==> config.mk <==
export PLATFORM = sky130hd
export DESIGN_NAME = icache_refill_ctrl_flat
export DESIGN_NICKNAME = d
export VERILOG_FILES = /design/src/rtl/icache_refill_ctrl_if.sv /design/src/rtl/icache_refill_ctrl.sv /design/src/flat_wrapper.sv
export SDC_FILE = /design/constraint.sdc
export NUM_CORES = 1
export LEC_CHECK = 0
export BUFFER_PORTS_ARGS = -buffer_cell sky130_fd_sc_hd__buf_4
export CAP_MARGIN = 20
export CORE_MARGIN = 5
export CORE_UTILIZATION = 33
export CTS_BUF_LIST = sky130_fd_sc_hd__clkbuf_8
export DETAILED_ROUTE_END_ITERATION = 10
export PLACE_DENSITY_LB_ADDON = 0.08
export SYNTH_ARGS = -nofsm -noshare
export SYNTH_HDL_FRONTEND = slang
export SYNTH_SLANG_ARGS = --single-unit
==> constraint.sdc <==
create_clock -name CLK -period 2.9 [get_ports CLK]
set_input_delay 0.58 -clock CLK [delete_from_list [all_inputs] [get_ports CLK]]
set_output_delay 0.58 -clock CLK [all_outputs]
set_load 0.05 [all_outputs]
==> src/rtl/icache_refill_ctrl_if.sv <==
// rtl/icache_refill_ctrl_if.sv - lookup, fetch, memory and fill signals of the I-cache refill controller
interface icache_refill_ctrl_if #(
    parameter int ADDR_W = 32
);
    logic              request_valid;
    logic              hit;
    logic [ADDR_W-1:0] r_addr;
    logic [31:0]       r_data;
    logic              inst_valid;
    logic [ADDR_W-1:0] inst_addr;
    logic [31:0]       inst_data;
    logic              stall;
    logic              mem_req_valid;
    logic [ADDR_W-1:0] mem_req_addr;
    logic              mem_req_ready;
    logic              mem_resp_valid;
    logic [31:0]       mem_resp_data;
    logic              fill_we;
    logic [ADDR_W-1:0] fill_addr;
    logic [31:0]       fill_data;
    logic              fill_done;

    modport master (
        input  request_valid, hit, r_addr, r_data,
        input  mem_req_ready, mem_resp_valid, mem_resp_data,
        output inst_valid, inst_addr, inst_data, stall,
        output mem_req_valid, mem_req_addr,
        output fill_we, fill_addr, fill_data, fill_done
    );

    modport slave (
        output request_valid, hit, r_addr, r_data,
        output mem_req_ready, mem_resp_valid, mem_resp_data,
        input  inst_valid, inst_addr, inst_data, stall,
        input  mem_req_valid, mem_req_addr,
        input  fill_we, fill_addr, fill_data, fill_done
    );
endinterface

==> src/rtl/icache_refill_ctrl.sv <==
// rtl/icache_refill_ctrl.sv - I-cache hit return and line refill controller (option: CRITICAL_WORD_FORWARD_EN)
module icache_refill_ctrl #(
    parameter int LINE_WORDS = 4,
    parameter int ADDR_W     = 32
) (
    input  logic                 CLK,
    input  logic                 RESET,
    icache_refill_ctrl_if.master bus
);
    localparam int IDX_W = $clog2(LINE_WORDS);
    localparam int OFF_W = IDX_W + 2;
    localparam logic [IDX_W-1:0] LAST_BEAT = IDX_W'(LINE_WORDS - 1);

    typedef enum logic [1:0] {IDLE, REQ, FILL, DONE} state_t;

    state_t            state, state_d;
    logic [IDX_W-1:0]  count, count_d;
    logic [ADDR_W-1:0] miss_addr, miss_addr_d;
    logic [ADDR_W-1:0] base, base_d;
    logic [31:0]       crit_word, crit_word_d;
    logic [ADDR_W-1:0] line_base;

    logic              inst_valid_d, stall_d, mem_req_valid_d, fill_we_d, fill_done_d;
    logic [ADDR_W-1:0] inst_addr_d, mem_req_addr_d, fill_addr_d;
    logic [31:0]       inst_data_d, fill_data_d;

    assign line_base = {bus.r_addr[ADDR_W-1:OFF_W], {OFF_W{1'b0}}};

    // Outputs are computed one cycle ahead and registered alongside the state.
    always_comb begin
        state_d         = state;
        count_d         = count;
        miss_addr_d     = miss_addr;
        base_d          = base;
        crit_word_d     = crit_word;
        inst_valid_d    = 1'b0;
        inst_addr_d     = '0;
        inst_data_d     = '0;
        stall_d         = 1'b0;
        mem_req_valid_d = 1'b0;
        mem_req_addr_d  = '0;
        fill_we_d       = 1'b0;
        fill_addr_d     = '0;
        fill_data_d     = '0;
        fill_done_d     = 1'b0;
        case (state)
            IDLE: begin
                if (bus.request_valid && bus.hit) begin
                    inst_valid_d = 1'b1;
                    inst_addr_d  = bus.r_addr;
                    inst_data_d  = bus.r_data;
                end else if (bus.request_valid) begin
                    miss_addr_d     = bus.r_addr;
                    base_d          = line_base;
                    stall_d         = 1'b1;
                    mem_req_valid_d = 1'b1;
                    mem_req_addr_d  = line_base;
                    state_d         = REQ;
                end
            end
            REQ: begin
                stall_d = 1'b1;
                if (bus.mem_req_ready) begin
                    count_d = '0;
                    state_d = FILL;
                end else begin
                    mem_req_valid_d = 1'b1;
                    mem_req_addr_d  = base;
                end
            end
            FILL: begin
                stall_d = 1'b1;
                if (bus.mem_resp_valid) begin
                    fill_we_d   = 1'b1;
                    fill_addr_d = base + ADDR_W'({count, 2'b00});
                    fill_data_d = bus.mem_resp_data;
                    count_d     = count + IDX_W'(1);
                    if (count == miss_addr[OFF_W-1:2]) begin
                        crit_word_d = bus.mem_resp_data;
`ifdef CRITICAL_WORD_FORWARD_EN
                        inst_valid_d = 1'b1;
                        inst_addr_d  = miss_addr;
                        inst_data_d  = bus.mem_resp_data;
`endif
                    end
                    if (count == LAST_BEAT) state_d = DONE;
                end
            end
            DONE: begin
                fill_done_d = 1'b1;
`ifdef CRITICAL_WORD_FORWARD_EN
`else
                inst_valid_d = 1'b1;
                inst_addr_d  = miss_addr;
                inst_data_d  = crit_word;
`endif
                state_d = IDLE;
            end
            default: state_d = IDLE;
        endcase
    end

    always_ff @(posedge CLK or negedge RESET) begin
        if (!RESET) begin
            state             <= IDLE;
            count             <= '0;
            miss_addr         <= '0;
            base              <= '0;
            crit_word         <= '0;
            bus.inst_valid    <= 1'b0;
            bus.inst_addr     <= '0;
            bus.inst_data     <= '0;
            bus.stall         <= 1'b0;
            bus.mem_req_valid <= 1'b0;
            bus.mem_req_addr  <= '0;
            bus.fill_we       <= 1'b0;
            bus.fill_addr     <= '0;
            bus.fill_data     <= '0;
            bus.fill_done     <= 1'b0;
        end else begin
            state             <= state_d;
            count             <= count_d;
            miss_addr         <= miss_addr_d;
            base              <= base_d;
            crit_word         <= crit_word_d;
            bus.inst_valid    <= inst_valid_d;
            bus.inst_addr     <= inst_addr_d;
            bus.inst_data     <= inst_data_d;
            bus.stall         <= stall_d;
            bus.mem_req_valid <= mem_req_valid_d;
            bus.mem_req_addr  <= mem_req_addr_d;
            bus.fill_we       <= fill_we_d;
            bus.fill_addr     <= fill_addr_d;
            bus.fill_data     <= fill_data_d;
            bus.fill_done     <= fill_done_d;
        end
    end
endmodule

==> src/flat_wrapper.sv <==
// flat-port wrapper written by rule: the top's interface ports become plain ports
module icache_refill_ctrl_flat 
#(
    parameter int LINE_WORDS = 4,
    parameter int ADDR_W     = 32
)
  (CLK, RESET, bus_request_valid, bus_hit, bus_r_addr, bus_r_data, bus_mem_req_ready, bus_mem_resp_valid, bus_mem_resp_data, bus_inst_valid, bus_inst_addr, bus_inst_data, bus_stall, bus_mem_req_valid, bus_mem_req_addr, bus_fill_we, bus_fill_addr, bus_fill_data, bus_fill_done);
  icache_refill_ctrl_if #(.ADDR_W(ADDR_W)) bus_i ();
  input  logic CLK;
  input  logic RESET;
  input wire logic [$bits(bus_i.request_valid)-1:0] bus_request_valid;
  input wire logic [$bits(bus_i.hit)-1:0] bus_hit;
  input wire logic [$bits(bus_i.r_addr)-1:0] bus_r_addr;
  input wire logic [$bits(bus_i.r_data)-1:0] bus_r_data;
  input wire logic [$bits(bus_i.mem_req_ready)-1:0] bus_mem_req_ready;
  input wire logic [$bits(bus_i.mem_resp_valid)-1:0] bus_mem_resp_valid;
  input wire logic [$bits(bus_i.mem_resp_data)-1:0] bus_mem_resp_data;
  output wire logic [$bits(bus_i.inst_valid)-1:0] bus_inst_valid;
  output wire logic [$bits(bus_i.inst_addr)-1:0] bus_inst_addr;
  output wire logic [$bits(bus_i.inst_data)-1:0] bus_inst_data;
  output wire logic [$bits(bus_i.stall)-1:0] bus_stall;
  output wire logic [$bits(bus_i.mem_req_valid)-1:0] bus_mem_req_valid;
  output wire logic [$bits(bus_i.mem_req_addr)-1:0] bus_mem_req_addr;
  output wire logic [$bits(bus_i.fill_we)-1:0] bus_fill_we;
  output wire logic [$bits(bus_i.fill_addr)-1:0] bus_fill_addr;
  output wire logic [$bits(bus_i.fill_data)-1:0] bus_fill_data;
  output wire logic [$bits(bus_i.fill_done)-1:0] bus_fill_done;
  assign bus_i.request_valid = bus_request_valid;
  assign bus_i.hit = bus_hit;
  assign bus_i.r_addr = bus_r_addr;
  assign bus_i.r_data = bus_r_data;
  assign bus_i.mem_req_ready = bus_mem_req_ready;
  assign bus_i.mem_resp_valid = bus_mem_resp_valid;
  assign bus_i.mem_resp_data = bus_mem_resp_data;
  assign bus_inst_valid = bus_i.inst_valid;
  assign bus_inst_addr = bus_i.inst_addr;
  assign bus_inst_data = bus_i.inst_data;
  assign bus_stall = bus_i.stall;
  assign bus_mem_req_valid = bus_i.mem_req_valid;
  assign bus_mem_req_addr = bus_i.mem_req_addr;
  assign bus_fill_we = bus_i.fill_we;
  assign bus_fill_addr = bus_i.fill_addr;
  assign bus_fill_data = bus_i.fill_data;
  assign bus_fill_done = bus_i.fill_done;
  icache_refill_ctrl #(.LINE_WORDS(LINE_WORDS), .ADDR_W(ADDR_W)) u_core (.CLK(CLK), .RESET(RESET), .bus(bus_i));
endmodule
# Word-level counts from Yosys, hierarchy flattened
# Cells that the tools add are included.
[totals]
ff_bits = 261
in_bits = 102
output_inout_bits = 165
wordCells = 67
[classes]
n_addsub = 2
eq_ne = 10
muxes = 31
bitwise_logic = 1
n_reduce_logical = 8
[op_table]
columns = ["op", "n"]
rows = [
  ["$mux W32", 9],
  ["$pmux W32 S2", 3],
  ["$add A32 B4 Y32", 1],
  ["$mux W2", 7],
  ["$reduce_and A3 Y1", 3],
  ["$ne A2 B2 Y1 const B", 4],
  ["$pmux W2 S4", 1],
  ["$mux W1", 7],
  ["$eq A2 B2 Y1 const B", 3],
  ["$pmux W1 S2", 3],
  ["$reduce_and A5 Y1", 1],
  ["$pmux W2 S2", 1],
  ["$add A2 B1 Y2 const B", 1],
  ["$eq A2 B1 Y1 const B", 1],
  ["$eq A2 B2 Y1", 1],
  ["$logic_not A2 Y1", 1],
  ["$ne A2 B1 Y1 const B", 1],
  ["$reduce_bool A2 Y1", 1],
  ["$reduce_or A2 Y1", 1],
  ["$logic_and A1 B1 Y1", 1],
  ["$not A1 Y1", 1],
]

# Longest topological paths before layout
# Gate-level depths: netlist of run 1.
[depth]
depth_word = 4
ltp_mapped = 7
ltp_nobuf = 6

# Worst setup path after synthesis of run 1
# No wires, ideal clock.
[synth_timing]
kind = "flip-flop to flip-flop"
start = "register u_core.state[0]"
end = "register u_core.crit_word[10]"
setup_ns = 0.125
arrival_time_ns = 1.569
required_time_ns = 2.775
path_slack_ns = 1.206
stages_incl_launch_ff = 8
path_buffers = 2
synth_period_minus_slack_ns = 1.694
path_cell_list = "dfrtp_1 -> inv_1 -> ha_1 -> and2_1 -> and3_4 -> buf_6 -> buf_12 -> mux2_4"
[synth_via]
elab_chain_len = 2
[synth_rtl]
columns = ["element", "line", "rtl"]
rows = [
  ["start, declared", "icache_refill_ctrl.sv:16", "state_t state, state_d;"],
  ["start signal, assigned", "icache_refill_ctrl.sv:121", "state <= state_d;"],
  ["$eq A2 B2 Y1", "icache_refill_ctrl.sv:46", "case (state)"],
  ["$reduce_and A3 Y1 (no source line)", "-", ""],
  ["end signal, assigned", "icache_refill_ctrl.sv:125", "crit_word <= crit_word_d;"],
  ["end, declared", "icache_refill_ctrl.sv:20", "logic [31:0] crit_word, crit_word_d;"],
]
# No other way between the ends.
# A chain may end at the register's enable or synchronous reset.

# Worst setup path after layout of run 1
[layout_timing]
start = "register u_core.state[0]"
end = "register u_core.crit_word[0]"
# Same word-level chain as after synthesis.

==> results of run 1 <==
[routing by layer]
layer / part of all wire / up-vias / GRT usage
met3: 0.098 / 42 / 0.0641
met4: 0.018 / 0 / 0.0424
met5: 0 / - / 0
met1: 0.44 / 3015 / 0.236
li1: - / 2879 / -
met2: 0.44 / 250 / 0.266
[power by group through the flow]
stage,combinational [mW],sequential (mW),clock [mW]
floorplan,1.95,6.16,0
global route,5.56,4.73,3.04
global placement,5.24,4.67,0
finish,5.21,4.61,2.78
detailed placement,5.27,4.66,0
CTS,5.29,4.62,2.89
[synthesized netlist by cell type, types with 4 or more instances]
cell / number
sky130_fd_sc_hd__nand2_1: 125
sky130_fd_sc_hd__o21ai_0: 4
sky130_fd_sc_hd__and3_1: 62
sky130_fd_sc_hd__inv_1: 5
sky130_fd_sc_hd__clkbuf_1: 31
sky130_fd_sc_hd__mux2_4: 30
sky130_fd_sc_hd__buf_4: 6
sky130_fd_sc_hd__a21oi_1: 27
sky130_fd_sc_hd__a22oi_1: 64
sky130_fd_sc_hd__buf_1: 4
sky130_fd_sc_hd__ha_1: 7
sky130_fd_sc_hd__buf_2: 12
sky130_fd_sc_hd__dfrtp_1: 227
sky130_fd_sc_hd__nor2_1: 69
[logic make-up after synthesis]
| group | synth area share |
|---|---|
| AND/OR/NAND/NOR | 0.139 |
| buffers and inverters | 0.0386 |
| adder cells (fa/ha/maj) | 0.0104 |
| flip-flops | 0.671 |
| XOR/XNOR | 0.00207 |
| AO/OA/AOI/OAI | 0.0807 |
| multiplexers | 0.0572 |
| other | 0.000443 |
[registers in the layout (all words and copies together) (netlist names)]
signal / count
u_core.bus.fill_data: 32
u_core.count: 2
u_core.bus.mem_req_valid: 1
u_core.bus.fill_done: 1
u_core.bus.fill_addr: 30
u_core.state: 2
u_core.bus.stall: 1
u_core.crit_word: 32
u_core.base: 1
u_core.bus.fill_we: 1
u_core.bus.inst_valid: 1
u_core.bus.inst_addr: 32
u_core.bus.mem_req_addr: 28
u_core.miss_addr: 31
u_core.bus.inst_data: 32
[worst paths after layout]
check,startpoint,to,slack [ps]
setup / recovery,u_core.state[0],u_core.crit_word[0],820
hold / removal,RESET,u_core.bus.inst_data[6],60
setup reg to reg,u_core.state[0],u_core.crit_word[0],820
hold reg to reg,u_core.miss_addr[0],u_core.miss_addr[0],490
max in group asynchronous,RESET,u_core.crit_word[8],2100
min in group CLK,bus_r_addr[3],u_core.miss_addr[3],270
[critical path: stages (launching register included)]
cell	delay, ps
sky130_fd_sc_hd__dfrtp_1	430
sky130_fd_sc_hd__inv_1	130
sky130_fd_sc_hd__ha_2	180
sky130_fd_sc_hd__and2_1	150
sky130_fd_sc_hd__and3_4	630
sky130_fd_sc_hd__mux2_2	400
[placed cells by master (no fill, tap or decap)]
cell	instances
sky130_fd_sc_hd__ha_2	3
sky130_fd_sc_hd__a22o_2	1
sky130_fd_sc_hd__dfrtp_1	227
sky130_fd_sc_hd__ha_1	4
sky130_fd_sc_hd__nor2b_2	1
sky130_fd_sc_hd__buf_4	271
sky130_fd_sc_hd__and2b_1	1
sky130_fd_sc_hd__and2_2	1
sky130_fd_sc_hd__a22oi_1	64
sky130_fd_sc_hd__o32a_1	1
sky130_fd_sc_hd__conb_1	6
sky130_fd_sc_hd__a221oi_1	1
sky130_fd_sc_hd__nand3_1	2
sky130_fd_sc_hd__a21oi_1	27
sky130_fd_sc_hd__and3_2	2
sky130_fd_sc_hd__and2_1	1
sky130_fd_sc_hd__nand2_1	125
sky130_fd_sc_hd__inv_1	21
sky130_fd_sc_hd__a32o_1	1
sky130_fd_sc_hd__o21ai_0	4
sky130_fd_sc_hd__and3_4	1
sky130_fd_sc_hd__mux2_4	30
sky130_fd_sc_hd__xnor2_1	2
sky130_fd_sc_hd__buf_8	1
sky130_fd_sc_hd__mux2_2	3
sky130_fd_sc_hd__nor2_2	1
sky130_fd_sc_hd__nand2b_1	1
sky130_fd_sc_hd__clkbuf_8	49
sky130_fd_sc_hd__nor2_1	68
sky130_fd_sc_hd__clkinv_2	4
sky130_fd_sc_hd__buf_12	6
sky130_fd_sc_hd__and3_1	61
sky130_fd_sc_hd__a22o_1	1
[area by class of cell]
cell class / instances / area (sq um)
flip-flops and latches: 227 / 5680
multi-input cells: 413 / 2490
inverters: 5 / 18.8
clock inverters: 20 / 80.1
clock buffers: 49 / 674
fillers: 2397 / 13700
well taps: 330 / 413
repair buffers: 278 / 2170
[stage by stage]
stage | cell area [sq um] | hold WS [ps] | utilization
CTS | 11500 | 52.8 | 0.458
global placement | 10800 | 463 | 0.428
global route | 11500 | 78.1 | 0.458
detailed placement | 10800 | 471 | 0.428
finish | 11500 | 63.4 | 0.458
floorplan | 8480 | 284 | -
==> impl_metrics.csv, run 1 <==
group,metric,value,unit
sta,hold_viol_final,0,
critical_path,cp_max_fo,32,
sta,drv_slew,0,
clock_network,clock_insertion_delay_worst_skew,520,ps
global_routing,gr-total-overflow,0,
logic_synthesis,ys_warn_count,0,
outcome,run_status,"finished, final reports clean",
global_routing,grt_start_max_net_pins,78,
logic_synthesis,netlist_instances,697,
drt,post-route-drc-count,0,
logic_synthesis,synth_edf_count,0,
drt,detailedRoute.firstPassIterationCount,5,
drt,avgViaCountPerCell,4.68,
logic_synthesis,post-synth-top-area-cell,"sky130_fd_sc_hd__dfrtp_1",
die,design.portCount,267,
sta,max_slew.worst_pin.slew,685,ps
clock_network,clk_root_buffer_cell,"sky130_fd_sc_hd__clkbuf_8",
drt,average_routed_wire_per_standard_cell,19.3,um
place,dpl.cell_count,1253,
critical_path,worstSetupPathType,"flip-flop to flip-flop",
sta,final.min_clock_period,2080,ps
drt,ant_nets,0,
clock_network,cts.clk_slew.worst_paths,60,ps
clock_network,cts_htree_levels,2,
global_routing,antenna_found_initial,0,
critical_path,end_kind,"flip-flop",
power,p_sw_frac,0.419,
place,gp_congestion,0.703,
power,post-layout-total-power,12.6,mW
finish,area_growth_syn_to_layout,36.2,%
die,area_of_the_die,28900,sq um
power,power_density,1090,nW/um^2
die,chipHeight,170,um
place,total_half_perimeter_wirelength_after_legalization_and_detailed_placement,16.2,mm
global_routing,globalRouteTotalUtil,0.173,
critical_path,arrival,2470,ps
drt,drt-total-wl,25.5,mm
job,max-cap-violations,0,
global_routing,via_count_of_the_first_global_routing_pass,6623,
power,vdd_ir_drop_max,0.691,mV
finish,drive_above_1_share,0.377,
finish,finalNonFillerCells,1322,
power,leakagePower,6.17,nW
sta,finClkSkew,8.53,ps
sta,finalCritPeriodShare,0.716,
clock_network,cts_inserted_buffers,40,
clock_network,cts_setup_buffers,0,
clock_network,postCtsResizedCells,0,
logic_synthesis,synth_seq_cells,227,
critical_path,cp-start-kind,"flip-flop",
logic_synthesis,synth.avg_cell_area,12.1,sq um
die,design.core.area,25200,sq um
logic_synthesis,synthTopCellsByArea,"sky130_fd_sc_hd__dfrtp_1 67%, sky130_fd_sc_hd__a22oi_1 5.7%, sky130_fd_sc_hd__nand2_1 5.5%, sky130_fd_sc_hd__mux2_4 5.3%, sky130_fd_sc_hd__and3_1 4.6%",
clock_network,cts_sinks,227,
logic_synthesis,dominantRegCellSynth,"sky130_fd_sc_hd__dfrtp_1",
die,fp.dieW,170,um
die,placement_rows,58,
global_routing,first_pass_grt_wire_length,39.2,mm
power,power_report.internal_total,7.32,mW
sta,final-setup-viol-count,0,
drt,routed-via-count,6186,
critical_path,worstPathRequired,3290,ps
drt,drtIter0Drc,464,
finish,nets,1074,
logic_synthesis,yosysSeqAreaShare,0.671,
finish,antennaDiodeCount,0,
sta,fin_setup_tns,0,ps
logic_synthesis,mappedNetlistArea,8460,sq um
die,start_util,0.336,
critical_path,r2r_cells,5,
sta,max_freq,0.482,GHz
logic_synthesis,synth_async_sr_flop_share,1.00,
power,net_switching_power_of_the_design,5.28,mW
clock_network,cts_tree,"built",
min_path,worst_hold_path_type,"input port to async pin",
power,power.share.clock,0.221,
clock_network,post_cts_hold_buffer_count,0,
place,buffer_ports.inserted,260,
sta,slew_headroom,0.544,
power,power_frac_comb,0.413,
place,detailedPlace.worstSlack,813,ps
sta,worst_slack,824,ps
sta,rsz_0062_raised_after_global_routing,"no",
power,seq_power_share,0.366,
clock_network,clock_tree.buffer_depth,3,
logic_synthesis,distinct_cell_type_count_after_synthesis,31,
logic_synthesis,synth_top_cell_area_share,0.671,
(Power assumes the default switching activity.)
==> run 2, diff against run 1 <==
ABC_AREA = 1   (was not set)
clock period = 2 ns   (was 2.9 ns; I/O delays follow)
==> run 2 against run 1 <==
Total power rose by 41%; global-route usage rose by 0.43 points; design area rose by 1.8%; clock skew rose by 13 ps; sequential share of layout area fell by 0.88 points; cell count rose by 14%; critical path type unchanged; critical endpoint is now u_core.crit_word[1]; highest routed layer is now met5.
==> impl_metrics.csv, run 2 <==
group,metric,value,unit
logic_synthesis,synth_seq_cells,227,
min_path,worstHoldPathCells,3,
drt,post-route-drc-count,0,
min_path,worst_hold_path_type,"input port to flip-flop",
global_routing,first_pass_grt_wire_length,40.8,mm
logic_synthesis,synth_async_sr_flop_share,1.00,
power,leakagePower,6.20,nW
die,design.core.area,25300,sq um
finish,commonest_cells_after_routing_fill_and_taps_aside,"275 x sky130_fd_sc_hd__nand2_1, 272 x sky130_fd_sc_hd__buf_4, 227 x sky130_fd_sc_hd__dfrtp_1",
power,power_density,1520,nW/um^2
die,design.portCount,267,
logic_synthesis,synthMostInstantiatedCell,"sky130_fd_sc_hd__nand2_1",
drt,ant_nets,0,
drt,drt-total-wl,25.4,mm
place,buffer_ports.inserted,260,
critical_path,cp_max_fo,32,
sta,drv_slew,0,
logic_synthesis,ys_warn_count,0,
critical_path,worstSetupPathType,"flip-flop to flip-flop",
logic_synthesis,dominantRegCellSynth,"sky130_fd_sc_hd__dfrtp_1",
place,gp_congestion,0.748,
clock_network,cts_htree_levels,2,
clock_network,cts_setup_buffers,0,
finish,drive_above_1_share,0.292,
die,chipHeight,170,um
clock_network,cts_tree,"built",
logic_synthesis,synth.top_cells.by_count,"275 x sky130_fd_sc_hd__nand2_1, 227 x sky130_fd_sc_hd__dfrtp_1, 92 x sky130_fd_sc_hd__a21oi_1, 76 x sky130_fd_sc_hd__inv_1, 63 x sky130_fd_sc_hd__nor2_1",
global_routing,via_count_of_the_first_global_routing_pass,7334,
sta,max_freq,0.572,GHz
sta,fin_setup_tns,0,ps
finish,antennaDiodeCount,0,
finish,finalNonFillerCells,1503,
sta,rsz_0062_raised_after_global_routing,"no",
job,max-cap-violations,0,
critical_path,worstPathRequired,2450,ps
drt,average_routed_wire_per_standard_cell,16.9,um
finish,fillers,2497,
clock_network,post_cts_hold_buffer_count,1,
finish,area_growth_syn_to_layout,38.2,%
logic_synthesis,distinct_cell_type_count_after_synthesis,24,
sta,finClkSkew,21.9,ps
sta,hold_viol_final,0,
power,vdd_ir_drop_max,0.706,mV
sta,final-setup-viol-count,0,
finish,seq_area,5680,sq um
clock_network,clock_tree.buffer_depth,3,
clock_network,cts.clk_slew.worst_paths,60,ps
die,area_of_the_die,29000,sq um
finish,multi_input_logic_area,2320,sq um
sta,hold_ws,88.4,ps
finish,layout_commonest_cell,"sky130_fd_sc_hd__nand2_1",
drt,avgViaCountPerCell,4.56,
global_routing,globalRouteTotalUtil,0.178,
logic_synthesis,synthTopCellsByArea,"sky130_fd_sc_hd__dfrtp_1 67%, sky130_fd_sc_hd__nand2_1 12%, sky130_fd_sc_hd__a21oi_1 5.4%, sky130_fd_sc_hd__inv_1 3.4%, sky130_fd_sc_hd__nor2_1 2.8%",
clock_network,cts_inserted_buffers,41,
critical_path,arrival,2200,ps
global_routing,antenna_found_initial,2,
global_routing,gr-total-overflow,0,
sta,final.min_clock_period,1750,ps
logic_synthesis,netlist_instances,874,
global_routing,grt_start_max_net_pins,64,
critical_path,cp-start-kind,"flip-flop",
drt,routed-via-count,6852,
place,dpl.cell_count,1442,
place,total_half_perimeter_wirelength_after_legalization_and_detailed_placement,17.0,mm
clock_network,clk_root_buffer_cell,"sky130_fd_sc_hd__clkbuf_8",
die,fp.dieW,170,um
die,start_util,0.336,
logic_synthesis,synth_edf_count,0,
logic_synthesis,synth.avg_cell_area,9.71,sq um
logic_synthesis,mappedNetlistArea,8490,sq um
critical_path,end_kind,"flip-flop",
critical_path,r2r_cells,7,
outcome,run_status,"finished, final reports clean",
logic_synthesis,yosysSeqAreaShare,0.669,
drt,drtIter0Drc,399,
logic_synthesis,post-synth-top-area-cell,"sky130_fd_sc_hd__dfrtp_1",
sta,finalCritPeriodShare,0.874,
clock_network,postCtsResizedCells,0,
die,placement_rows,58,
clock_network,clock_insertion_delay_worst_skew,520,ps
clock_network,cts_sinks,227,
drt,detailedRoute.firstPassIterationCount,4,
finish,nets,1265,
logic_synthesis,synth_top_cell_area_share,0.669,
==> run 2: changes by cell type after synthesis, moves of 28 or more <==
cell and delta:
sky130_fd_sc_hd__nand2_1 +150, sky130_fd_sc_hd__and3_1 -62, sky130_fd_sc_hd__nand4_1 +34, sky130_fd_sc_hd__inv_1 +71, sky130_fd_sc_hd__o21ai_0 +28, sky130_fd_sc_hd__mux2_4 -30
sky130_fd_sc_hd__a22oi_1 -64, sky130_fd_sc_hd__a21oi_1 +65
==> run 2: cell type report <==
type,instances,area share
inverter,78,0.0250
sequential,227,0.484
tap,330,0.0352
clock buffer,45,0.0528
timing repair buffer,288,0.200
clock inverter,15,0.00491
multi-input combinational,520,0.198
==> run 2: through the flow <==
step	cell area (sq um)	setup WS [ps]	total power, mW	util
floorplan	8510	446	11.1	-
global placement	11000	315	14.2	0.437
detailed placement	11000	275	14.2	0.437
CTS	11700	242	18.1	0.465
global route	11700	53.3	18.9	0.465
finish	11700	252	17.8	0.465
==> run 2: cells by family (layout without fill, tap and decap cells) <==
| group | after synthesis | in the layout | synth area share |
|---|---|---|---|
| buffers and inverters | 132 | 426 | 0.0625 |
| and+or+nand+nor | 378 | 378 | 0.179 |
| adders and majority gates | 7 | 7 | 0.0103 |
| DFF | 227 | 227 | 0.669 |
| other | 1 | 6 | 0.000442 |
| AOI/OAI and AO/OA | 129 | 129 | 0.0784 |
==> run 2: power by group <==
group | switching [mW] | internal [mW]
combinational | 5.34 | 2.18
sequential | 0.625 | 5.87
clock | 1.76 | 2.01
==> run 2: worst max-delay path, cell delays in order, from the launching register on <==
cell and delay, ps:
sky130_fd_sc_hd__dfrtp_1 410, sky130_fd_sc_hd__inv_1 90, sky130_fd_sc_hd__ha_1 270, sky130_fd_sc_hd__nand2_2 130, sky130_fd_sc_hd__a21oi_4 150, sky130_fd_sc_hd__buf_4 370
sky130_fd_sc_hd__nand4_1 170, sky130_fd_sc_hd__nand2_1 100
==> run 2: path summary, 6_finish.rpt <==
check / from / to / slack (ps)
max: u_core.state[0] / u_core.crit_word[1] / 250
min: bus_r_addr[0] / u_core.miss_addr[0] / 90
max reg2reg: u_core.state[0] / u_core.crit_word[1] / 250
min reg2reg: u_core.crit_word[16] / u_core.crit_word[16] / 470
max in group asynchronous: RESET / u_core.bus.mem_req_addr[5] / 980
min in group asynchronous: RESET / u_core.bus.inst_addr[9] / 430
==> run 2: metal layers <==
metal,up-vias,routed length (um),GRT usage
met1,3260,10700,0.233
li1,3297,-,-
met3,42,2500,0.0662
met4,4,424,0.0479
met5,-,22,0
met2,249,11800,0.279
==> run 3, diff against run 2 <==
clock period = 1.8 ns   (was 2 ns; I/O delays follow)
==> run 3 against run 2 <==
Sequential power is 11% higher; total power is 14% higher; critical endpoint is now u_core.crit_word[30]; first-iteration DRC count increased by 18%; largest cell class unchanged; routed wire length grew 0.28%; clock skew shrank 5.3 ps.
==> impl_metrics.csv, run 3 (same netlist as run 2, synthesis figures left out) <==
group,metric,value,unit
outcome,run_status,"finished, final reports clean",
sta,hold_viol_final,0,
sta,fin_setup_tns,0,ps
critical_path,crit_path_cell_trace,"inv_2 -> ha_1 -> nand2_2 -> a21oi_4 -> nand3_2 -> buf_4 -> nand2_1 -> nand2_1",
clock_network,cts_tree,"built",
sta,final.min_clock_period,1620,ps
critical_path,cp_top_family,"flip-flops",
sta,worst_slack,180,ps
die,start_util,0.336,
critical_path,critPathMaxStageDelay,420,ps
die,placement_rows,58,
global_routing,gr-total-overflow,0,
clock_network,cts_sinks,227,
drt,ant_nets,0,
place,gp_congestion,0.756,
sta,drv_slew,0,
clock_network,clk_root_buffer_cell,"sky130_fd_sc_hd__clkbuf_8",
finish,nets,1263,
finish,final_core_utilization,0.469,
clock_network,cts_inserted_buffers,41,
min_path,worst_hold_path_type,"input port to flip-flop",
sta,rsz_0062_raised_after_global_routing,"no",
sta,hold_ws,51.2,ps
power,power_density,1710,nW/um^2
drt,drtIter0Drc,472,
finish,area_growth_syn_to_layout,39.7,%
sta,max_freq,0.617,GHz
critical_path,worstSetupPathType,"flip-flop to flip-flop",
die,area_of_the_die,29000,sq um
sta,final-setup-viol-count,0,
die,chipHeight,170,um
global_routing,via_count_of_the_first_global_routing_pass,7404,
global_routing,first_pass_grt_wire_length,40.6,mm
global_routing,grt_start_max_net_pins,64,
critical_path,worstPathRequired,2210,ps
critical_path,cp-start-kind,"flip-flop",
clock_network,clock_tree.buffer_depth,3,
global_routing,antenna_found_initial,0,
critical_path,critPathMostFrequentCell,"sky130_fd_sc_hd__nand2_1",
finish,layout_commonest_cell,"sky130_fd_sc_hd__nand2_1",
die,design.core.area,25300,sq um
critical_path,cp_max_fo,32,
power,vdd_ir_drop_max,0.617,mV
job,max-cap-violations,0,
critical_path,worst_path_max_delay_cell,"sky130_fd_sc_hd__dfrtp_1",
drt,avgViaCountPerCell,4.54,
power,leakagePower,6.26,nW
sta,finClkSkew,16.6,ps
drt,post-route-drc-count,0,
clock_network,cts_htree_levels,2,
critical_path,arrival,2030,ps
critical_path,end_kind,"flip-flop",
global_routing,globalRouteTotalUtil,0.176,
die,fp.dieW,170,um
clock_network,clock_insertion_delay_worst_skew,530,ps
drt,routed-via-count,6863,
die,design.portCount,267,
drt,drt-total-wl,25.5,mm
place,total_half_perimeter_wirelength_after_legalization_and_detailed_placement,17.1,mm
place,detailedPlace.worstSlack,125,ps
place,buffer_ports.inserted,260,
finish,drive_above_1_share,0.298,
clock_network,cts.clk_slew.worst_paths,60,ps
finish,commonest_cells_after_routing_fill_and_taps_aside,"275 x sky130_fd_sc_hd__nand2_1, 268 x sky130_fd_sc_hd__buf_4, 227 x sky130_fd_sc_hd__dfrtp_1",
sta,finalCritPeriodShare,0.900,
drt,average_routed_wire_per_standard_cell,16.8,um
drt,detailedRoute.firstPassIterationCount,4,
critical_path,path_buf_inv,2,
finish,antennaDiodeCount,0,
run 3: per-layer routing:
metal | GRT usage | wire [um] | vias up
met5 | 0 | 0 | -
met4 | 0.0476 | 514 | 0
met3 | 0.0650 | 2320 | 44
met2 | 0.278 | 11700 | 234
met1 | 0.229 | 10900 | 3294
li1 | - | - | 3291
run 3: cell type report:
type	instances	area, sq um
timing repair buffer	286	2360
clock inverter	21	87.6
fill	2478	13400
multi-input combinational	520	2320
clock buffer	51	702
tap	330	413
inverter	78	293
sequential	227	5680
run 3: worst reg2reg max path, stage by stage, from the launching register on:
cell,delay [ps]
sky130_fd_sc_hd__dfrtp_1,420
sky130_fd_sc_hd__inv_2,130
sky130_fd_sc_hd__ha_1,190
sky130_fd_sc_hd__nand2_2,100
sky130_fd_sc_hd__a21oi_4,170
sky130_fd_sc_hd__nand3_2,70
sky130_fd_sc_hd__buf_4,250
sky130_fd_sc_hd__nand2_1,110
sky130_fd_sc_hd__nand2_1,50
run 3: stage by stage:
step                      std cells  power, mW  cell area (sq um)
after global placement         1440       15.8              11100
final                          1513       20.3              11900
after global routing           1513       21.5              11900
after detailed placement       1440       15.9              11100
after CTS                      1513       20.6              11900
after floorplan                 879       12.4               8510
run 3: timing repair:
item	in CTS	in global routing
buffers inserted	0	0
resized for setup	0	2
hold buffers	1	0
setup endpoints to repair	0	27
endpoints found under the hold margin	29	0
run 3: worst paths after layout:
path                                            from                       end  slack (ps)  cells past startpoint
worst max-delay path                 u_core.state[0]      u_core.crit_word[30]         180                      8
worst max register to register       u_core.state[0]      u_core.crit_word[30]         180                      8
max in group asynchronous                      RESET   u_core.bus.fill_data[9]         850                      3
worst min-delay path                   bus_r_addr[1]       u_core.miss_addr[1]          50                      3
min in group asynchronous                      RESET  u_core.bus.inst_addr[14]         290                      2
worst min register to register  u_core.crit_word[16]      u_core.crit_word[16]         470                      2
run 3: where the power goes:
part | switching [mW] | total, mW | internal [mW]
Sequential | 0.706 | 7.23 | 6.52
Clock | 2.07 | 4.61 | 2.54
Combinational | 5.92 | 8.42 | 2.50
Total | 8.70 | 20.3 | 11.6
